--- config.mk ---
export PLATFORM = sky130hd
export DESIGN_NAME = uart_tx_ctrl
export DESIGN_NICKNAME = d
export VERILOG_FILES = /design/src/rtl/uart_tx_ctrl.sv
export SDC_FILE = /design/constraint.sdc
export NUM_CORES = 1
export LEC_CHECK = 0
export BUFFER_PORTS_ARGS = -buffer_cell sky130_fd_sc_hd__buf_2
export CAP_MARGIN = 15
export CELL_PAD_IN_SITES_DETAIL_PLACEMENT = 1
export CELL_PAD_IN_SITES_GLOBAL_PLACEMENT = 1
export CORE_AREA = 4 4 63 65
export CTS_BUF_LIST = sky130_fd_sc_hd__clkbuf_4
export DETAILED_ROUTE_END_ITERATION = 7
export DIE_AREA = 0 0 67 69
export PLACE_DENSITY = 0.86
export SYNTH_ARGS = -nofsm -noshare
export SYNTH_HDL_FRONTEND = slang
export SYNTH_SLANG_ARGS = --single-unit
--- constraint.sdc ---
create_clock -name clk -period 1.5 [get_ports clk]
set_input_delay 0.225 -clock clk [delete_from_list [all_inputs] [get_ports clk]]
set_output_delay 0.225 -clock clk [all_outputs]
set_load 0.01 [all_outputs]
--- src/rtl/uart_tx_ctrl.sv ---
// UART transmit frame sequencer: one-entry byte holding register, start/data/parity/stop
// phase stepping on baud ticks, serializer strobes and output-mux select.
// Optional build macro: UART_TX_CTRL_TWO_STOP_EN (two stop-bit intervals instead of one).
module uart_tx_ctrl #(
  parameter int DATA_WIDTH = 8
) (
  input  logic                  clk,
  input  logic                  rst_n,
  input  logic                  baud_tick,
  input  logic                  data_valid,
  input  logic [DATA_WIDTH-1:0] p_data,
  input  logic                  par_en,
  input  logic                  par_typ,
  output logic                  data_ready,
  output logic [DATA_WIDTH-1:0] ser_data,
  output logic                  ser_load,
  output logic                  ser_shift,
  output logic                  parity,
  output logic [1:0]            mux_sel,
  output logic                  busy
);

  localparam int CNT_W = $clog2(DATA_WIDTH);
  localparam logic [CNT_W-1:0] CNT_LAST = CNT_W'(DATA_WIDTH - 1);

  localparam logic [1:0] MUX_START  = 2'b00;
  localparam logic [1:0] MUX_DATA   = 2'b01;
  localparam logic [1:0] MUX_PARITY = 2'b10;
  localparam logic [1:0] MUX_IDLE   = 2'b11;

  typedef enum logic [2:0] {
    S_IDLE,
    S_ALIGN,
    S_START,
    S_DATA,
    S_PARITY,
    S_STOP
  } state_t;

  state_t                state_q, state_d;
  logic [CNT_W-1:0]      cnt_q, cnt_d;
  logic                  shift_d;
  logic                  take;
  logic                  accept;
  logic                  stop_last;

  logic                  hold_vld_q, hold_vld_d;
  logic [DATA_WIDTH-1:0] hold_data_q;
  logic                  hold_par_en_q;
  logic                  hold_parity_q;
  logic                  act_par_en_q;

`ifdef UART_TX_CTRL_TWO_STOP_EN
  logic                  stop_cnt_q, stop_cnt_d;
`endif

  function automatic logic [1:0] mux_of(input state_t s);
    logic [1:0] m;
    m = MUX_IDLE;
    case (s)
      S_START:  m = MUX_START;
      S_DATA:   m = MUX_DATA;
      S_PARITY: m = MUX_PARITY;
      default:  m = MUX_IDLE;
    endcase
    return m;
  endfunction

  assign accept     = data_valid && data_ready;
  assign hold_vld_d = accept | (hold_vld_q & ~take);

`ifdef UART_TX_CTRL_TWO_STOP_EN
  // Stop counter toggles on each STOP tick and is cleared whenever STOP is left.
  assign stop_cnt_d = (state_q == S_STOP) ? (stop_cnt_q ^ baud_tick) : 1'b0;
  assign stop_last  = stop_cnt_q;
`else
  assign stop_last  = 1'b1;
`endif

  // Next-state logic; 'take' moves the held byte into the active frame on START entry.
  always_comb begin
    // NOTE: every signal written here gets a default first so no latch is inferred.
    state_d = state_q;
    cnt_d   = cnt_q;
    shift_d = 1'b0;
    take    = 1'b0;
    case (state_q)
      S_IDLE: begin
        if (hold_vld_q) state_d = S_ALIGN;
      end
      S_ALIGN: begin
        if (baud_tick) begin
          state_d = S_START;
          take    = 1'b1;
        end
      end
      S_START: begin
        if (baud_tick) begin
          state_d = S_DATA;
          cnt_d   = '0;
        end
      end
      S_DATA: begin
        if (baud_tick) begin
          if (cnt_q == CNT_LAST) begin
            state_d = act_par_en_q ? S_PARITY : S_STOP;
          end else begin
            cnt_d   = cnt_q + CNT_W'(1);
            shift_d = 1'b1;
          end
        end
      end
      S_PARITY: begin
        if (baud_tick) state_d = S_STOP;
      end
      S_STOP: begin
        if (baud_tick && stop_last) begin
          if (hold_vld_q) begin
            state_d = S_START;
            take    = 1'b1;
          end else begin
            state_d = S_IDLE;
          end
        end
      end
      default: state_d = S_IDLE;
    endcase
  end

  // Sequencer state and registered control outputs, all derived from next state.
  always_ff @(posedge clk or negedge rst_n) begin
    if (!rst_n) begin
      state_q   <= S_IDLE;
      cnt_q     <= '0;
      mux_sel   <= MUX_IDLE;
      busy      <= 1'b0;
      ser_load  <= 1'b0;
      ser_shift <= 1'b0;
    end else begin
      // NOTE: sequential state uses non-blocking assignments so all registers update together.
      state_q   <= state_d;
      cnt_q     <= cnt_d;
      mux_sel   <= mux_of(state_d);
      busy      <= (state_d != S_IDLE);
      ser_load  <= take;
      ser_shift <= shift_d;
    end
  end

`ifdef UART_TX_CTRL_TWO_STOP_EN
  always_ff @(posedge clk or negedge rst_n) begin
    if (!rst_n) stop_cnt_q <= 1'b0;
    else        stop_cnt_q <= stop_cnt_d;
  end
`endif

  // Holding register and handshake; accept and take can never coincide since
  // accept needs hold_vld=0 and take needs hold_vld=1.
  always_ff @(posedge clk or negedge rst_n) begin
    if (!rst_n) begin
      hold_vld_q    <= 1'b0;
      hold_data_q   <= '0;
      hold_par_en_q <= 1'b0;
      hold_parity_q <= 1'b0;
      data_ready    <= 1'b1;
    end else begin
      hold_vld_q <= hold_vld_d;
      data_ready <= ~hold_vld_d;
      if (accept) begin
        hold_data_q   <= p_data;
        hold_par_en_q <= par_en;
        hold_parity_q <= (^p_data) ^ par_typ;
      end
    end
  end

  // Active-frame copy taken on START entry, so a new byte can be held during this frame.
  always_ff @(posedge clk or negedge rst_n) begin
    if (!rst_n) begin
      ser_data     <= '0;
      parity       <= 1'b0;
      act_par_en_q <= 1'b0;
    end else if (take) begin
      ser_data     <= hold_data_q;
      parity       <= hold_parity_q;
      act_par_en_q <= hold_par_en_q;
    end
  end

endmodule

# ---- Yosys cells after proc, flatten, opt, wreduce, memory -nomap -nowiden
# Cells that the tools add are included.
# Widths: inputs -> output; s select.
dict set report totals {
  regBits 33
  in_bits 14
  out_inout_bits 15
  wordCells 60
}
dict set report op_classes {
  n_addsub 1
  eq_ne 12
  n_mux 22
  bitwise_logic 5
  n_reduce_logical 6
}
# operator count
set op_table {}
lappend op_table {{$mux 3} 10}
lappend op_table {{$pmux 3 s6} 1}
lappend op_table {{$eq 3x2->1 const B} 4}
lappend op_table {{$eq 3x3->1 const B} 4}
lappend op_table {{$reduce_xor 8->1} 1}
lappend op_table {{$mux 1} 7}
lappend op_table {{$ne 2x2->1 const B} 3}
lappend op_table {{$pmux 2 s3} 1}
lappend op_table {{$pmux 3 s2} 1}
lappend op_table {{$reduce_and 4->1} 1}
lappend op_table {{$add 3x1->3 const B} 1}
lappend op_table {{$eq 3x1->1 const B} 1}
lappend op_table {{$logic_not 3->1} 1}
lappend op_table {{$reduce_bool 3->1} 1}
lappend op_table {{$mux 2} 1}
lappend op_table {{$not 1->1} 2}
lappend op_table {{$pmux 1 s2} 1}
lappend op_table {{$reduce_bool 2->1} 1}
lappend op_table {{$and 1x1->1} 1}
lappend op_table {{$logic_and 1x1->1} 1}
lappend op_table {{$or 1x1->1} 1}
lappend op_table {{$xor 1x1->1} 1}

# ---- Longest topological paths before layout
# Gate-level depths: netlist (run 1).
dict set report depth {
  word_depth 7
  ltp_mapped 6
  mapped_depth_nobuf 6
}

# ---- Worst setup path before layout (run 1)
# OpenSTA, ideal clock, no wires.
dict set report synth_path {
  kind {reg2reg}
  from {register state_q[0]}
  to {register act_par_en_q}
  setup_ns 0.125
  t_arrival_ns 1.228
  t_required_ns 1.375
  setup_slack_ns 0.147
  path_stages_with_launch 6
  n_path_buf 2
  synth_period_minus_slack_ns 1.353
  cell_sequence {dfrtp_1 -> buf_6 -> nand2_2 -> a211oi_4 -> buf_6 -> mux2_4}
}
dict set report synth_via {
  elab_chain_len 2
  elab_cells_between_ends 3
  cone_classes {2 x eq/ne; 1 x mux}
}
# item line
set synth_rtl {}
lappend synth_rtl {{from (decl)} 40} ;# state_t state_q, state_d;
lappend synth_rtl {{from (signal assigned)} 141} ;# state_q <= state_d;
lappend synth_rtl {{$eq 3x3->1 or $eq 3x1->1 (tied branches)} 87} ;# case (state_q)
lappend synth_rtl {{$pmux 1 s2 *} 87}
lappend synth_rtl {{net take} 43} ;# logic take;
lappend synth_rtl {{to (signal assigned)} 186} ;# act_par_en_q <= hold_par_en_q;
lappend synth_rtl {{to (decl)} 51} ;# logic act_par_en_q;
# The timed path passes the listed nets; every way through them passes the cells marked *.
# A chain may end at the register's enable or synchronous reset.

# ---- Worst setup path after layout (run 1)
dict set report layout_path {
  from {register state_q[1]}
  to {register cnt_q[0]}
}
dict set report layout_via {
  elab_chain_len 3
  elab_cells_between_ends 8
  cone_classes {5 x eq/ne; 1 x mux; 2 x reduce/logical}
}
# item line
set layout_rtl {}
lappend layout_rtl {{$eq 3x2->1} 87}
lappend layout_rtl {{$ne 2x2->1 (no line) or $reduce_bool 2->1 (tied branches)} -}
lappend layout_rtl {{$reduce_and 4->1 (no line)} -}
lappend layout_rtl {{to (signal assigned)} 142} ;# cnt_q <= cnt_d;
lappend layout_rtl {{to (decl)} 41} ;# logic [CNT_W-1:0] cnt_q, cnt_d;
# Parallel ways exist; a longest one is shown, timed or not.

==> impl_metrics.yaml, run 1 <==
run_status:
  outcome: "complete, no violations"
synthesis:
  ys_seq_area_share_pct: 56.52
  synth_warnings: 0
  async_flop_share_pct: 100.0
  syn_nets: 128
  synth_cell_type_count: 28
  ys_ff_latch: 33
  dominantRegCellSynth: "dfrtp_1"
  synth_edf_count: 0
  syn_avg_cell_area_sq_um: 13.22
  syn_inst: 111
  netlist_area_sq_um: 1468
timing:
  drv_slew: 0
  post-route-period-util_pct: 94.97
  timing.final.crit_period_ns: 1.425
  setup_violations: 0
  hold_violations: 0
  finalSetupTns_ns: 0
  maxSlewHeadroom_pct: 53.64
  layout_setup_ws_ns: 0.07542
  worst_slew_pin_slew_ns: 0.6955
  finClkSkew_ns: 0.01289
  fmax_ghz: 0.7020
routing:
  ant_nets: 0
  drt-vias-per-instance: 4.831
  wire_per_inst_um: 14.67
  route.vias.total: 942
  drc: 0
  wirelength_um: 2861
  drt-initial-drc-count: 37
  first_pass_iters: 2
setup_path:
  required_ns: 1.72
  crit_arrival_ns: 1.65
  cp-start-kind: "flop"
  crit_path_end_kind: "flop"
  path_class: "flop to flop"
  r2r_slack_ns: 0.08
  crit_fanout: 5
place:
  place_congestion: 0.8373
  preCtsSetupSlack_ns: 0.09438
  dp_hpwl_um: 2085
  io_buffers: 28
pwr:
  p_sw_w: 0.001114
  peakVddDrop_v: 0.0008141
  combPwrFrac_pct: 34.6
  seqPwrFrac_pct: 42.5
  p_sw_share_pct: 30.91
  clkPwrFrac_pct: 22.9
  leakagePower_nw: 0.8527
  p_int_w: 0.002490
  power_density_nw_per_um2: 2011
finish:
  n_fill_cell: 361
  final_layout_size_suffix_gt1_share_pct: 45.64
  num-nets-final: 165
  multi_input_area_sq_um: 594.3
  regArea_sq_um: 830.8
  syn_to_final_growth_pct: 22.08
  num_antenna_cells: 0
floorplanning:
  core_area_sq_um: 3337
  fp.dieH_um: 69
  initial_utilization_pct: 43.98
  die_w_um: 67
  boundaryPins: 29
  die-area_sq_um: 4623
  num_rows: 21
grt:
  grt_usage_pct: 14.11
  grt_pass1_vias: 1006
  grt_first_pass_wirelength_um: 4899
  grt_max_degree: 34
  grt_overflow_total: 0
  antenna_found_initial: 0
clock_network:
  cts_tree: "built"
  h-tree-depth: 2
  clockBufferDepth: 2
  clk_pin_slew_ns: 0.10
  clk_latency_ns: 0.33
  cts_buffers: 5
  clockRootBuffer: "clkbuf_4"
  clock-sinks: 33
flow_run:
  max_cap_violations: 0
worst_hold_path:
  hold_class: "input port to flop"
==> path summary, 6_finish.rpt <==
check                                                 from  cells after the start                         end
worst max-delay path                  state_q[1]$_DFF_PN0_                      4        cnt_q[0]$_DFFE_PN0P_
worst min-delay path                                par_en                      2   hold_par_en_q$_DFFE_PN0P_
worst max register to register        state_q[1]$_DFF_PN0_                      4        cnt_q[0]$_DFFE_PN0P_
worst min register to register  hold_data_q[6]$_DFFE_PN0P_                      1     ser_data[6]$_DFFE_PN0P_
max in group asynchronous                            rst_n                      2        state_q[1]$_DFF_PN0_
min in group asynchronous                            rst_n                      2  hold_data_q[1]$_DFFE_PN0P_
==> layout by cell type, fill, tap and decap left out <==
master / netlist / layout
dfrtp_1: 30 / 29
buf_2: 3 / 28
nand2_1: 12 / 12
mux2_2: 10 / 10
mux2_4: 9 / 9
buf_4: 0 / 6
a21oi_1: 5 / 5
o21ai_0: 5 / 5
xnor2_1: 5 / 5
clkbuf_4: 0 / 5
inv_1: 3 / 3
ha_1: 3 / 3
dfstp_2: 3 / 3
nor2_1: 2 / 2
nand3_1: 3 / 2
nor3_1: 2 / 2
xor2_1: 2 / 2
bufinv_16: 0 / 2
and2_1: 1 / 1
nor2b_1: 1 / 1
a32o_1: 1 / 1
o21bai_1: 1 / 1
nand2_2: 1 / 1
o21a_1: 1 / 1
nand3b_1: 1 / 1
a211oi_4: 1 / 1
a21o_1: 1 / 1
nor4_1: 1 / 1
nand3_2: 0 / 1
o31ai_1: 1 / 1
xnor3_1: 1 / 1
clkinv_2: 0 / 1
dlygate4sd3_1: 0 / 1
dfrtp_2: 0 / 1
==> worst max-delay path, stage by stage, from the launching register on <==
cell,delay (ns)
dfrtp_2,0.44
buf_4,0.15
nor2b_1,0.33
nand2_1,0.15
o31ai_1,0.25
==> sequential cells by signal, summed over array words and instances, names as in the netlist <==
name           count
hold_data_q        8
ser_data           8
cnt_q              3
state_q            3
mux_sel            2
act_par_en_q       1
busy               1
data_ready         1
hold_par_en_q      1
hold_parity_q      1
hold_vld_q         1
parity             1
ser_load           1
ser_shift          1
==> logic make-up after synthesis <==
logic type	count (synthesis)	share of synthesized area [%]
flops	33	56.52
simple gates	24	7.503
mux	19	16.88
compound gates	16	7.502
xor+xnor	8	5.712
buf+inv	8	3.324
fa+ha+maj	3	2.558
==> power groups by stage <==
stage               registers, W  clock network, W  logic, W
floorplan                0.00157                 0  0.000809
global placement         0.00152                 0   0.00119
CTS                      0.00153          0.000849   0.00126
detailed placement       0.00155                 0   0.00125
global route             0.00158          0.000887   0.00138
finish                   0.00153          0.000826   0.00125
==> synthesized netlist by cell type, types with 3 or more instances <==
library cell	instances	share of area, %
o21ai_0	5	1.7
dfrtp_1	30	51
nand2_1	12	3.1
dfstp_2	3	5.4
buf_2	3	1.0
a21oi_1	5	1.7
nand3_1	3	1.0
inv_1	3	0.77
ha_1	3	2.6
mux2_2	10	7.7
xnor2_1	5	3.0
mux2_4	9	9.2
==> area by class of cell <==
type / count / area share, %
Inverter: 3 / 0.6285
Sequential cell: 33 / 46.37
Timing Repair Buffer: 35 / 10.89
Clock buffer: 5 / 2.095
Clock inverter: 3 / 3.631
Tap cell: 46 / 3.212
Multi-Input combinational cell: 70 / 33.17
==> metrics by stage <==
stage	total power [W]	cells	hold WS [ns]	cell area [sq um]	util, %
2_1_floorplan	0.002383	111	-0.07059	1468	-
3_5_place_dp	0.002800	186	0.3183	1673	50.13
4_1_cts	0.003645	195	0.1131	1785	53.51
6_report	0.003604	195	0.1306	1792	53.69
3_3_place_gp	0.002711	186	0.3069	1673	50.13
5_1_grt	0.003852	195	0.1167	1792	53.69
==> metal layers <==
metal	wire length [um]	global-route usage (%)	part of all wire, %	vias to the layer above
li1	-	-	-	452
met1	1254	18.31	44	470
met2	1443	21.40	50	15
met3	97	2.922	3.4	5
met4	66	8.108	2.3	0
met5	0	0	0	-
==> what timing repair did <==
item,in CTS,in global routing
hold buffers,1,0
setup buffers,0,0
hold endpoints to repair,30,0
endpoints found under the setup margin,0,3
resized for setup,0,2
No activity file was read; power rests on OpenSTA's default activity.
==> inputs of run 2 (changes only) <==
RECOVER_POWER = 50   (was unset)
==> run 2 against run 1 <==
Net effect:
- register-to-register slack hardly changed
- sequential power about the same
- routed wire length hardly changed
- final cell count unchanged
- setup slack barely moved
- power shrank 0.37%
- maximum frequency barely moved
- sequential share of layout area increased by 0.20 points
- first-iteration DRC count did not move
==> impl_metrics.yaml, run 2 (synthesis gave the netlist of run 1 again) <==
run_status:
  outcome: "complete, no violations"
clock_network:
  h-tree-depth: 2
  clockRootBuffer: "clkbuf_4"
  clk_pin_slew_ns: 0.10
  cts_buffers: 5
  cts_tree: "built"
  clk_latency_ns: 0.33
  clockBufferDepth: 2
  post_cts_buffers: 0
  clock-sinks: 33
routing:
  wirelength_um: 2862
  wire_per_inst_um: 14.68
  drc: 0
  ant_nets: 0
  first_pass_iters: 2
  drt-vias-per-instance: 4.831
  drt-initial-drc-count: 37
  route.vias.total: 942
floorplanning:
  fp.dieH_um: 69
  num_rows: 21
  initial_utilization_pct: 43.98
  boundaryPins: 29
  core_area_sq_um: 3337
  die-area_sq_um: 4623
  die_w_um: 67
setup_path:
  required_ns: 1.72
  r2r_slack_ns: 0.08
  path_class: "flop to flop"
  worstReg2RegEnd: "cnt_q[0]$_DFFE_PN0P_"
  crit_fanout: 5
  cp-start-kind: "flop"
  crit_arrival_ns: 1.65
  r2r_cells: 4
  rr_startpoint: "state_q[1]$_DFF_PN0_"
  crit_path_end_kind: "flop"
place:
  io_buffers: 28
  place_congestion: 0.8373
  post_dp_cell_area_sq_um: 1673
  dp_hpwl_um: 2085
  placed_cells: 186
timing:
  drv_slew: 0
  finalSetupTns_ns: 0
  fmax_ghz: 0.7020
  setup_violations: 0
  hold_violations: 0
  maxSlewHeadroom_pct: 48.42
  timing.final.crit_period_ns: 1.425
  post-route-period-util_pct: 94.97
  finClkSkew_ns: 0.01289
  holdWs_ns: 0.1306
  worst_slew_pin_slew_ns: 0.7737
pwr:
  power_w: 0.003591
  leakagePower_nw: 0.8346
  power_density_nw_per_um2: 2012
  peakVddDrop_v: 0.0008136
grt:
  grt_pass1_vias: 1006
  grt_max_degree: 34
  grt_overflow_total: 0
  antenna_found_initial: 0
  grt_first_pass_wirelength_um: 4899
  grt_usage_pct: 14.11
worst_hold_path:
  min_to: "hold_par_en_q$_DFFE_PN0P_"
  hold_start: "par_en"
  hold_class: "input port to flop"
  worstHoldPathCells: 2
finish:
  mostFrequentLayoutCell: "dfrtp_1"
  largestRegisters: "hold_data_q (8), ser_data (8)"
  most-common-layout-cells: "dfrtp_1 (29), buf_2 (21), nand2_1 (12)"
  num_antenna_cells: 0
  fin_area_sq_um: 1784
  num-nets-final: 165
  final_cells: 195
  multi_input_area_sq_um: 594.3
  regArea_sq_um: 830.8
  n_fill_cell: 359
  syn_to_final_growth_pct: 21.57
  final_layout_size_suffix_gt1_share_pct: 41.61
flow_run:
  max_cap_violations: 0
run 2: cell count changes in the layout (fill, tap and decap cells not counted), sizes merged:
cell,delta
buf,-7
clkbuf,+7
run 2: area by class of cell:
class	instances	area share, %
Clock buffer	5	2.104
Clock inverter	3	3.647
Inverter	3	0.6311
Multi-Input combinational cell	70	33.31
Sequential cell	33	46.56
Tap cell	46	3.226
Timing Repair Buffer	35	10.52
run 2: through the flow:
stage	util (%)	setup WS, ns
3_5_place_dp	50.13	0.09438
5_1_grt	53.47	-0.005472
3_3_place_gp	50.13	0.1549
6_report	53.47	0.07547
2_1_floorplan	-	0.1473
4_1_cts	53.51	0.06940
run 2: worst max-delay path by stage:
stage                     cells past startpoint  slack [ns]                        to            startpoint
after global routing                          6      -0.005      cnt_q[1]$_DFFE_PN0P_  cnt_q[0]$_DFFE_PN0P_
final                                         4        0.08      cnt_q[0]$_DFFE_PN0P_  state_q[1]$_DFF_PN0_
after detailed placement                      6        0.09      cnt_q[0]$_DFFE_PN0P_  cnt_q[0]$_DFFE_PN0P_
after floorplan                               5        0.15  act_par_en_q$_DFFE_PN0P_  state_q[0]$_DFF_PN0_
after global placement                        4        0.15   ser_data[6]$_DFFE_PN0P_  hold_vld_q$_DFF_PN0_
after CTS                                     4        0.07  act_par_en_q$_DFFE_PN0P_  hold_vld_q$_DFF_PN0_
run 2: per-layer routing:
metal	part of all wire, %	global-route usage, %	vias up
met5	0	0	-
met2	50	21.40	15
met3	3.4	2.922	5
li1	-	-	452
met1	44	18.31	470
met4	2.3	8.108	0
run 2: critical path, cell delays in order, from the launching register on:
cell and delay [ns]:
dfrtp_2 0.44, buf_4 0.15, nor2b_1 0.33, nand2_1 0.15, o31ai_1 0.25
run 2: what timing repair did:
action                                  4_1_cts  5_1_grt
hold endpoints to repair                     30        0
hold buffers                                  1        0
endpoints found under the setup margin        0        3
resized for setup                             0        2
run 2: power breakdown:
| group | switching [W] | internal (W) |
|---|---|---|
| Clock | 0.000310 | 0.000516 |
| Combinational | 0.000577 | 0.000655 |
| Sequential | 0.000229 | 0.00130 |
==> inputs of run 3 (changes only) <==
CORE_AREA = 2 2 61 63   (was 4 4 63 65)
DIE_AREA = 0 0 63 65   (was 0 0 67 69)
==> run 3 against run 2 <==
Net effect:
- global-route usage rose by 2.9 points
- maximum frequency down 1.1%
- combinational power about the same
- power down 8.8%
- largest cell class unchanged
==> impl_metrics.yaml, run 3 (synthesis gave the netlist of run 1 again) <==
timing:
  worst_slew_pin_slew_ns: 0.8063
  setup_violations: 0
  drv_slew: 0
  hold_violations: 0
  finClkSkew_ns: 0.006509
  timing.final.crit_period_ns: 1.440
  holdWs_ns: 0.1160
  rsz0062_at_grt: "false"
  fmax_ghz: 0.6942
  finalSetupTns_ns: 0
  post-route-period-util_pct: 96.03
  maxSlewHeadroom_pct: 46.25
grt:
  grt_overflow_total: 0
  grt_pass1_vias: 1054
  antenna_found_initial: 0
  grt_first_pass_wirelength_um: 5126
  grt_max_degree: 34
  grt_usage_pct: 16.98
clock_network:
  cts_buffers: 5
  h-tree-depth: 2
  post_cts_buffers: 0
  clock-sinks: 33
  clockRootBuffer: "clkbuf_4"
  cts_tree: "built"
  clk_latency_ns: 0.33
  clockBufferDepth: 2
  clk_pin_slew_ns: 0.10
floorplanning:
  die-area_sq_um: 4095
  boundaryPins: 29
  num_rows: 22
  core_area_sq_um: 3496
  fp.dieH_um: 65
  die_w_um: 63
  initial_utilization_pct: 41.98
flow_run:
  max_cap_violations: 0
routing:
  wl_met2_um: 1508
  ant_nets: 0
  drt-initial-drc-count: 14
  wl_met1_um: 1390
  routed.top_layer: "met4"
  drt-vias-per-instance: 4.934
  route.vias.total: 972
  first_pass_iters: 3
  dr_wl_met3_um: 105
  drc: 0
  wire_per_inst_um: 15.61
  wirelength_um: 3075
finish:
  syn_to_final_growth_pct: 18.76
  num_antenna_cells: 0
  mostFrequentLayoutCell: "dfrtp_1"
  largestRegisters: "hold_data_q (8), ser_data (8)"
  final_layout_size_suffix_gt1_share_pct: 42.28
  most-common-layout-cells: "dfrtp_1 (30), buf_2 (22), nand2_1 (12)"
  utilization_pct: 49.86
  num-nets-final: 165
  fin_area_sq_um: 1743
worst_hold_path:
  worstHoldPathCells: 2
  hold_class: "input port to flop"
pwr:
  power_density_nw_per_um2: 1879
  peakVddDrop_v: 0.0007935
  leakagePower_nw: 0.8129
setup_path:
  r2r_cells: 4
  crit_fanout: 6
  path_class: "flop to flop"
  cp-start-kind: "flop"
  crit_path_end_kind: "flop"
  crit_arrival_ns: 1.66
  required_ns: 1.72
place:
  post_dp_cell_area_sq_um: 1675
  place_congestion: 0.8133
  dp_hpwl_um: 2260
  io_buffers: 28
run_status:
  outcome: "complete, no violations"
==> run 3: path summary, 6_finish.rpt <==
check / startpoint / to / slack (ns)
max: hold_vld_q$_DFF_PN0_ / ser_data[7]$_DFFE_PN0P_ / 0.06
min: par_en / hold_par_en_q$_DFFE_PN0P_ / 0.12
max reg2reg: hold_vld_q$_DFF_PN0_ / ser_data[7]$_DFFE_PN0P_ / 0.06
min reg2reg: hold_parity_q$_DFFE_PN0P_ / hold_parity_q$_DFFE_PN0P_ / 0.50
max in group asynchronous: rst_n / hold_data_q[1]$_DFFE_PN0P_ / 0.49
min in group asynchronous: rst_n / cnt_q[1]$_DFFE_PN0P_ / 0.50
==> run 3: through the flow <==
stage               power, W  setup slack, ns  instances
finish              0.003275          0.05958        197
global route        0.003520         0.005053        197
CTS                 0.003301          0.02302        197
detailed placement  0.002830          0.02260        188
global placement    0.002714           0.1348        188
floorplan           0.002383           0.1473        111
==> run 3: final cells by class <==
| class | instances | area (sq um) |
|---|---|---|
| tap | 48 | 60.06 |
| timing repair buffer | 35 | 188.9 |
| sequential | 33 | 829.5 |
| fill | 393 | 1753 |
| multi-input combinational | 70 | 603.1 |
| clock inverter | 3 | 12.51 |
| inverter | 3 | 11.26 |
| clock buffer | 5 | 37.54 |
==> run 3: worst max-delay path: stages, from the launching register on <==
cell      delay (ns)
dfrtp_1         0.40
inv_1           0.11
a211oi_4        0.29
buf_4           0.22
mux2_4          0.31
==> run 3: power by group <==
part | switching [W] | total (W) | internal, W
combinational | 0.000596 | 0.00126 | 0.000664
clock | 0.000298 | 0.000467 | 0.000169
sequential | 0.000246 | 0.00155 | 0.00130
total | 0.00114 | 0.00328 | 0.00214
==> run 3: metal layers <==
metal / up-vias / global-route usage, %
li1: 454 / -
met1: 492 / 19.46
met2: 19 / 29.12
met3: 7 / 4.340
met4: 0 / 9.167
met5: - / 0
==> run 3: timing repair <==
item                       CTS  global route
gates resized for setup      0             4
hold buffers                 1             0
hold endpoints to repair    30             0
setup endpoints to repair    0             4
